==> config.mk <==
export PLATFORM = sky130hd
export DESIGN_NAME = evp_fsm
export DESIGN_NICKNAME = d
export VERILOG_FILES = /design/src/rtl/evp_fsm.sv
export SDC_FILE = /design/constraint.sdc
export NUM_CORES = 2
export LEC_CHECK = 0
export CORE_UTILIZATION = 60
export DETAILED_ROUTE_END_ITERATION = 10
export PLACE_DENSITY_LB_ADDON = 0.1
export SETUP_SLACK_MARGIN = 0.4
export SLEW_MARGIN = 25
export SYNTH_ARGS = -nofsm -noshare
export SYNTH_HDL_FRONTEND = slang
export SYNTH_SLANG_ARGS = --single-unit
==> constraint.sdc <==
create_clock -name clk -period 7.85 [get_ports clk]
set_input_delay 0.785 -clock clk [delete_from_list [all_inputs] [get_ports clk]]
set_output_delay 0.785 -clock clk [all_outputs]
set_load 0.02 [all_outputs]
==> src/rtl/evp_fsm.sv <==
// Horner-rule polynomial evaluator reading degree/coefficients from the STP coefficient store.
// Latency 2N+4 edges from start (2 on a degree error); start is accepted only in IDLE.
module evp_fsm #(
    parameter int WORD_SIZE   = 16,
    parameter int BUFFER_SIZE = 1024,
    parameter int MAX_DEG     = 10,
    parameter int AW          = $clog2(BUFFER_SIZE)
) (
    input  logic                 clk,
    input  logic                 rst,
    input  logic                 rst_instr,
    input  logic                 start_evp,
    input  logic [2:0]           A,
    input  logic [WORD_SIZE-1:0] x,
    output logic                 en_rd_N,
    output logic [AW-1:0]        rd_addr_N,
    input  logic [4:0]           N_in,
    output logic                 en_rd_S,
    output logic [AW-1:0]        rd_addr_S,
    input  logic [WORD_SIZE-1:0] c_in,
    output logic                 done_evp,
    output logic [31:0]          result,
    output logic [31:0]          status
);
    localparam int STRIDE = MAX_DEG + 1;
    localparam int PW     = 32 + WORD_SIZE;

    typedef enum logic [2:0] {IDLE, RD_N, CHECK_N, FETCH, MAC, DONE} state_t;

    state_t                       state_q, state_d;
    logic [2:0]                   a_q, a_d;
    logic signed [WORD_SIZE-1:0]  x_q, x_d;
    logic signed [31:0]           acc_q, acc_d;
    logic [4:0]                   idx_q, idx_d;
    logic                         en_rd_N_q, en_rd_N_d;
    logic [AW-1:0]                rd_addr_N_q, rd_addr_N_d;
    logic                         en_rd_S_q, en_rd_S_d;
    logic [AW-1:0]                rd_addr_S_q, rd_addr_S_d;
    logic                         done_q, done_d;
    logic [31:0]                  result_q, result_d;
    logic [31:0]                  status_q, status_d;

    logic [AW-1:0]                base;
    logic signed [PW-1:0]         prod;
    logic [PW:0]                  sum;
    logic                         ovf;

    // Full-width Horner step; overflow when the sum does not fit in 32 signed bits.
    always_comb begin
        base = AW'(a_q) * AW'(STRIDE);
        prod = acc_q * x_q;
        sum  = {prod[PW-1], prod} + {{(PW+1-WORD_SIZE){c_in[WORD_SIZE-1]}}, c_in};
        ovf  = !((&sum[PW:31]) || !(|sum[PW:31]));
    end

    always_comb begin
        state_d     = state_q;
        a_d         = a_q;
        x_d         = x_q;
        acc_d       = acc_q;
        idx_d       = idx_q;
        en_rd_N_d   = 1'b0;
        rd_addr_N_d = rd_addr_N_q;
        en_rd_S_d   = 1'b0;
        rd_addr_S_d = rd_addr_S_q;
        done_d      = 1'b0;
        result_d    = result_q;
        status_d    = status_q;
        case (state_q)
            IDLE: begin
                if (start_evp) begin
                    a_d         = A;
                    x_d         = x;
                    en_rd_N_d   = 1'b1;
                    rd_addr_N_d = AW'(A);
                    state_d     = RD_N;
                end
            end
            RD_N: state_d = CHECK_N;
            CHECK_N: begin
                if (N_in > 5'(MAX_DEG)) begin
                    result_d = 32'd0;
                    status_d = 32'd1;
                    done_d   = 1'b1;
                    state_d  = DONE;
                end else begin
                    idx_d       = N_in;
                    acc_d       = 32'sd0;
                    status_d    = 32'd0;
                    en_rd_S_d   = 1'b1;
                    rd_addr_S_d = base + AW'(N_in);
                    state_d     = FETCH;
                end
            end
            FETCH: state_d = MAC;
            MAC: begin
                acc_d = sum[31:0];
                if (ovf) status_d = 32'd2;
                if (idx_q == 5'd0) begin
                    result_d = sum[31:0];
                    done_d   = 1'b1;
                    state_d  = DONE;
                end else begin
                    idx_d       = idx_q - 5'd1;
                    en_rd_S_d   = 1'b1;
                    rd_addr_S_d = base + AW'(idx_q - 5'd1);
                    state_d     = FETCH;
                end
            end
            DONE: state_d = IDLE;
            default: state_d = IDLE;
        endcase
    end

    always_ff @(posedge clk or negedge rst) begin
        if (!rst) begin
            state_q     <= IDLE;
            a_q         <= '0;
            x_q         <= '0;
            acc_q       <= '0;
            idx_q       <= '0;
            en_rd_N_q   <= 1'b0;
            rd_addr_N_q <= '0;
            en_rd_S_q   <= 1'b0;
            rd_addr_S_q <= '0;
            done_q      <= 1'b0;
            result_q    <= '0;
            status_q    <= '0;
        end else if (!rst_instr) begin
            state_q     <= IDLE;
            a_q         <= '0;
            x_q         <= '0;
            acc_q       <= '0;
            idx_q       <= '0;
            en_rd_N_q   <= 1'b0;
            rd_addr_N_q <= '0;
            en_rd_S_q   <= 1'b0;
            rd_addr_S_q <= '0;
            done_q      <= 1'b0;
            result_q    <= '0;
            status_q    <= '0;
        end else begin
            state_q     <= state_d;
            a_q         <= a_d;
            x_q         <= x_d;
            acc_q       <= acc_d;
            idx_q       <= idx_d;
            en_rd_N_q   <= en_rd_N_d;
            rd_addr_N_q <= rd_addr_N_d;
            en_rd_S_q   <= en_rd_S_d;
            rd_addr_S_q <= rd_addr_S_d;
            done_q      <= done_d;
            result_q    <= result_d;
            status_q    <= status_d;
        end
    end

    assign en_rd_N   = en_rd_N_q;
    assign rd_addr_N = rd_addr_N_q;
    assign en_rd_S   = en_rd_S_q;
    assign rd_addr_S = rd_addr_S_q;
    assign done_evp  = done_q;
    assign result    = result_q;
    assign status    = status_q;
endmodule
### Yosys cells after proc, flatten, opt, wreduce, memory -nomap -nowiden

Cells that the tools add are included.

| storage, ports and cells | value |
|---|---|
| register bits after elaboration | 146 |
| word-level logic and storage cells | 88 |
| output and inout bits | 87 |

| cells by class | value |
|---|---|
| equality and inequality tests | 13 |
| $lt $le $gt $ge | 1 |
| $add $sub $neg | 5 |
| multiplexer cells | 44 |
| reduce and logical (&&, ||, !) cells | 11 |
| $mul | 2 |

Operators by type and width:

| kind | number |
|---|---|
| $mux W32 | 7 |
| $pmux W32 S2 | 3 |
| $mux W10 | 6 |
| $add A48 B16 Y49 | 1 |
| $mul A32 B16 Y48 | 1 |
| $mux W16 | 3 |
| $mux W3 | 7 |
| $pmux W10 S2 | 1 |
| $ne A3 B3 Y1 const B | 6 |
| $reduce_and A18 Y1 | 1 |
| $reduce_or A18 Y1 | 1 |
| $mux W5 | 3 |
| $pmux W3 S5 | 1 |
| $mux W1 | 10 |
| $pmux W5 S2 | 1 |
| $add A8 B6 Y9 | 1 |
| $add A7 B5 Y8 | 1 |
| $mul A3 B4 Y7 const B | 1 |
| $eq A3 B2 Y1 const B | 2 |
| $reduce_and A2 Y1 | 3 |
| $reduce_and A3 Y1 | 2 |
| $sub A5 B1 Y6 const B | 1 |
| $gt A5 B4 Y1 const B | 1 |
| $logic_not A5 Y1 | 1 |
| 9 further kinds | 11 |

### Depth between registers and ports, before layout

| depth | value |
|---|---|
| depth after elaboration | 8 |
| depth in mapped cells | 26 |
| mapped depth without buffers | 25 |

### Worst setup path after synthesis

Ideal clock, no wire load.

| timing path | value |
|---|---|
| path type | register -> register |
| start | register acc_q[31] |
| end | register status_q[1] (netlist: status[1]) |
| path slack | 1043 ps |
| arrival | 6668 ps |
| stages on the path, launching flop included | 25 |
| period minus slack after synthesis | 6807 ps |
| cell sequence | dfrtp_1 clkbuf_1 nand2_1 inv_1 fa_1 fa_1 inv_1 fa_1 fa_1 fa_1 fa_1 inv_1 ha_1 buf_4 nand4_2 nor4_4 and2_1 a21bo_4 a2111oi_4 o32ai_1 nor4b_2 nand4_1 or4_1 o21ai_2 o21ai_0 |

| between the ends | value |
|---|---|
| word-level cells in the longest chain between the ends | 7 |
| elaborated cells between the ends (all ways) | 8 |
| those cells by class | add/sub (1); mul (1); eq/ne (1); reduce/logical (5) |

Ends and longest elaborated chain:

| item | line | source |
|---|---|---|
| start, declared | 33 | `logic signed [31:0] acc_q, acc_d;` |
| start signal, assigned | 120 | `acc_q <= '0;` |
| start signal, assigned | 133 | `acc_q <= '0;` |
| start signal, assigned | 146 | `acc_q <= acc_d;` |
| $mul A32 B16 Y48 (*) | 51 | `prod = acc_q * x_q;` |
| $add A48 B16 Y49 (*) | 52 | `sum = {prod[PW-1], prod} + {{(PW+1-WORD_SIZE){c_in[WORD_SIZE-1]}}, c_in};` |
| $reduce_or A18 Y1 | 53 | `ovf = !((&sum[PW:31]) \|\| !(\|sum[PW:31]));` |
| $logic_not A1 Y1 | 53 |  |
| $logic_or A1 B1 Y1 (*) | 53 |  |
| $ne A3 B3 Y1 (no source line) (*) | n/a |  |
| $reduce_and A2 Y1 (no source line) (*) | n/a |  |
| end signal, assigned | 154 | `status_q <= status_d;` |
| end, declared | 41 | `logic [31:0] status_q, status_d;` |

Mark *: on every way between the ends. The rest lies on a longest branch, timed or not.
A chain may end at the register's enable or synchronous reset.

### Worst setup path after layout

| timing path | value |
|---|---|
| start | register x_q[6] |
| end | register status_q[1] (netlist: status[1]) |

| between the ends | value |
|---|---|
| word-level cells in the longest chain between the ends | 7 |
| elaborated cells between the ends (all ways) | 8 |
| those cells by class | add/sub (1); mul (1); eq/ne (1); reduce/logical (5) |

Ends and longest elaborated chain:

| item | line | source |
|---|---|---|
| start, declared | 32 | `logic signed [WORD_SIZE-1:0] x_q, x_d;` |
| start signal, assigned | 119 | `x_q <= '0;` |
| start signal, assigned | 132 | `x_q <= '0;` |
| start signal, assigned | 145 | `x_q <= x_d;` |
| $mul A32 B16 Y48 (*) | 51 |  |
| $add A48 B16 Y49 (*) | 52 |  |
| $reduce_or A18 Y1 | 53 |  |
| $logic_not A1 Y1 | 53 |  |
| $logic_or A1 B1 Y1 (*) | 53 |  |
| $ne A3 B3 Y1 (no source line) (*) | n/a |  |
| $reduce_and A2 Y1 (no source line) (*) | n/a |  |

Marks and branches as above.

==> summary.md <==
| Metric | Value |
|---|---|
| Run status | `finished clean` |
| Inst Count DP | `around 3300` |
| Clk slew on worst S/H paths | `~90 ps` |
| Tmin final | `7240 ps` |
| Worst skew pair latency | `380 ps` |
| Total Negative Setup Slacks | `0 ps` |
| Post-synthesis cell count | `around 2700` |
| Worst Clk Skew | `20.6 ps` |
| CP peak stage delay | `between 600 and 700 ps` |
| Hold Fails Final Rpt | `0` |
| Post-DP HPWL | `53.0 mm` |
| Die width | `204 um` |
| Finished Layout Cells | `approximately 3300` |
| Initial antenna violation count | `1` |
| CP endpoint | `status[1]` |
| Register area | `2670 um2` |
| RR Startpoint | `x_q[6]` |
| Wire length per cell | `19.7 um` |
| Routed Antenna Nets | `0` |
| Post-layout instance area | `between 20000 and 30000 um2` |
| Worst-path cell chain | `buf_12 > and2_1 > fa_1 > fa_1 > inv_1 > fa_1 > fa_1 > fa_1 > fa_1 > inv_1 > ha_1 > nand4_2 > nor4_4 > and2_1 > a21boi_1 > o211ai_1 > o31a_2 > a21oi_1 > nand4_1 > or4_1 > o21ai_2 > o21ai_0` |
| CTS Buffer Depth | `2` |
| Nets | `approximately 3500` |
| GRT Total Usage | `0.331` |
| Yosys warnings | `0` |
| Largest family of logic cells by synthesized area | `adder cells` |
| RSZ-0062 raised after global routing | `no` |
| Post-Syn Area | `~24000 um2` |
| Die ar. | `between 40000 and 50000 um2` |
| Share of the yosys chip area belonging to registers | `0.107` |
| Layout fillers | `between 3000 and 4000` |
| Diodes inserted | `0` |
| CP Class | `reg -> reg` |
| Worst-path fanout max | `19` |
| Worst EP required | `roughly 8100 ps` |
| F_max | `0.138 GHz` |
| Pleak | `around 12 nW` |
| Ys async rst share | `1.00` |
| Compound-cell area share of the yosys netlist | `0.0766` |
| Max-cap violations | `0` |
| Maximum VDD drop | `just over 0.0001 V` |
| Num ports | `roughly 130` |
| Drt pass-1 iters | `5` |
| Core area | `~40000 um2` |
| CTS tree | `done` |
| Hold_buf cts | `0` |
| Adder-cell share of the synthesized area | `0.503` |
| Tightest Pin Transition | `between 900 and 1000 ps` |
| Yosys cell types | `96` |
| Syn Area/Cell | `about 9 um2` |
| Via count | `around 18000` |
| Flops & latches, synth | `roughly 110` |
| Num rows | `73` |
| CP Capture Type | `flip-flop` |
| Multi-input logic area | `~19000 um2` |
| Most common cell on crit path | `fa_1` |
| Most common cell after layout, fill and taps aside | `fa_1` |
| Fraction of layout cells with a size suffix above 1 | `0.0597` |
| Startpoint types | `flip-flop` |
| Routed WL | `64.7 mm` |
| Die height | `approximately 200 um` |
| Area after DPL | `26000 um2` |
| XOR/XNOR Fraction of Synth Area | `0.0197` |
| Synth Area in Simple Gates | `0.176` |
| Commonest cells after routing, fill and taps aside | `529 x fa_1, 522 x inv_1, 486 x nand2_1` |
| First-pass GRT wire length | `~110 mm` |
| P&R area growth vs syn | `8.10%` |
| WHS | `~380 ps` |
| # DRC | `0` |
| Synth Flop Type | `dfrtp_1` |
| Pin count of the biggest net entering global routing | `67` |
| Hold/Removal Path Class | `in -> async` |
| Tcrit/Tclk final | `0.923` |
| GRT overflow | `0` |
| DRT iter0 DRCs | `about 1000` |
| Initial Util | `0.611` |
| CTS Sinks | `between 100 and 150` |
| Post-synth EDFFs | `0` |
| Clk root buf | `clkbuf_16` |
| Crit path DAT | `approximately 7500 ps` |
| Worst slew margin | `0.333` |
| Total CTS buffers | `9` |
| IO Port Bufs | `a little over 90` |
| Reg2Reg Depth | `22` |
| CP max stage cell | `dfrtp_4` |
| Final GP Congestion | `0.982` |
| Cell Pwr Density | `roughly 83 nW/um2` |
| Max Slew Vio Count | `0` |
| H-tree depth | `3` |
| Worst R2R Setup Slack | `610 ps` |
| R2R Path End | `status[1]` |
| Post-synthesis mux area share | `0.00169` |
| Vias per cell | `around 5.6` |
| Final Setup Violations | `0` |
| Worst setup startpoint | `x_q[6]` |
| Number of global-route vias before repair | `19682` |
-- what timing repair did --
action,in CTS,in global routing
setup endpoints to repair,2,2
pin swaps,0,2
setup buffers,0,1
gates resized for setup,9,34
-- worst min path at each step --
stage	start	end
after global routing	rst	rd_addr_S[4]
final	rst	rd_addr_S[8]
after floorplan	rst	acc_q[0]
after global placement	rd_addr_S[2]	rd_addr_S[2]
after CTS	rst	rd_addr_S[8]
after detailed placement	rd_addr_S[2]	rd_addr_S[2]
-- synthesized netlist by cell type, drive strengths merged (4+ instances only) --
cell | n | share of area
o21bai | 9 | 0.0028
buf | 56 | 0.017
a211oi | 10 | 0.0035
dfrtp | 105 | 0.11
ha | 137 | 0.070
nor2b | 5 | 0.0013
xnor2 | 35 | 0.013
o31ai | 11 | 0.0034
and3 | 7 | 0.0018
fa | 529 | 0.43
nor4 | 6 | 0.0027
nor3b | 4 | 0.0012
inv | 523 | 0.080
or3 | 5 | 0.0013
a21o | 18 | 0.0056
nor3 | 15 | 0.0035
o21ai | 86 | 0.018
and2 | 234 | 0.060
clkbuf | 104 | 0.016
and4 | 4 | 0.0015
nand3 | 14 | 0.0029
xor2 | 20 | 0.0072
nor4b | 6 | 0.0024
o21a | 6 | 0.0018
nor2 | 64 | 0.0098
a21boi | 8 | 0.0026
nand4 | 16 | 0.0049
a21oi | 91 | 0.019
nand2 | 489 | 0.075
o211ai | 11 | 0.0034
nand2b | 19 | 0.0049
-- per-stage QoR --
stage,util,power [W],setup slack [ps]
floorplan,-,0.00137,1040
global placement,0.651,0.00168,331
detailed placement,0.651,0.00170,194
CTS,0.658,0.00219,427
global route,0.661,0.00234,387
finish,0.661,0.00220,605
-- area by class of cell --
type	instances	area share
clock buffers	11	0.00918
well taps	525	0.0249
repair buffers	169	0.0611
multi-input cells	1950	0.728
inverters	523	0.0743
clock inverters	5	0.00213
flip-flops and latches	105	0.101
-- cells by family (layout without fill, tap and decap cells) --
kind of cell | Yosys count | count (layout)
fa+ha+maj | 666 | 666
mux | 4 | 4
simple gates | 897 | 897
xor+xnor | 55 | 55
buf+inv | 685 | 708
compound gates | 291 | 291
flops | 105 | 105
other cells | 1 | 37
-- critical path: cells and delay by family, from the launching register on --
kind	cells	cell delay (ps)
AOI/OAI and AO/OA	6	1210
DFF	1	610
and+or+nand+nor	6	1490
adders and majority gates	7	3350
buffers and inverters	3	440
-- report_power, final --
| part | switching [W] | internal, W | leakage, nW |
|---|---|---|---|
| clock network | 0.000253 | 0.000234 | 0.147 |
| registers | 0.0000422 | 0.000562 | 1.41 |
| logic | 0.000682 | 0.000422 | 10.6 |
| total | 0.000978 | 0.00122 | 12.2 |
-- sequential cells by signal, summed over array words and instances (netlist names), 2 cells and up --
register	flops
acc_q	32
result	32
x_q	16
rd_addr_S	9
idx_q	5
rd_addr_N	3
state_q	3
status	2
-- metal layers --
metal / vias to the layer above / GRT usage / routed length [um]
li1: 8189 / - / -
met3: 130 / 0.0376 / 3410
met5: - / 0 / 0
met1: 9525 / 0.424 / 25500
met4: 0 / 0.104 / 1980
met2: 561 / 0.588 / 33800
Power figures use the tool's default switching activity.
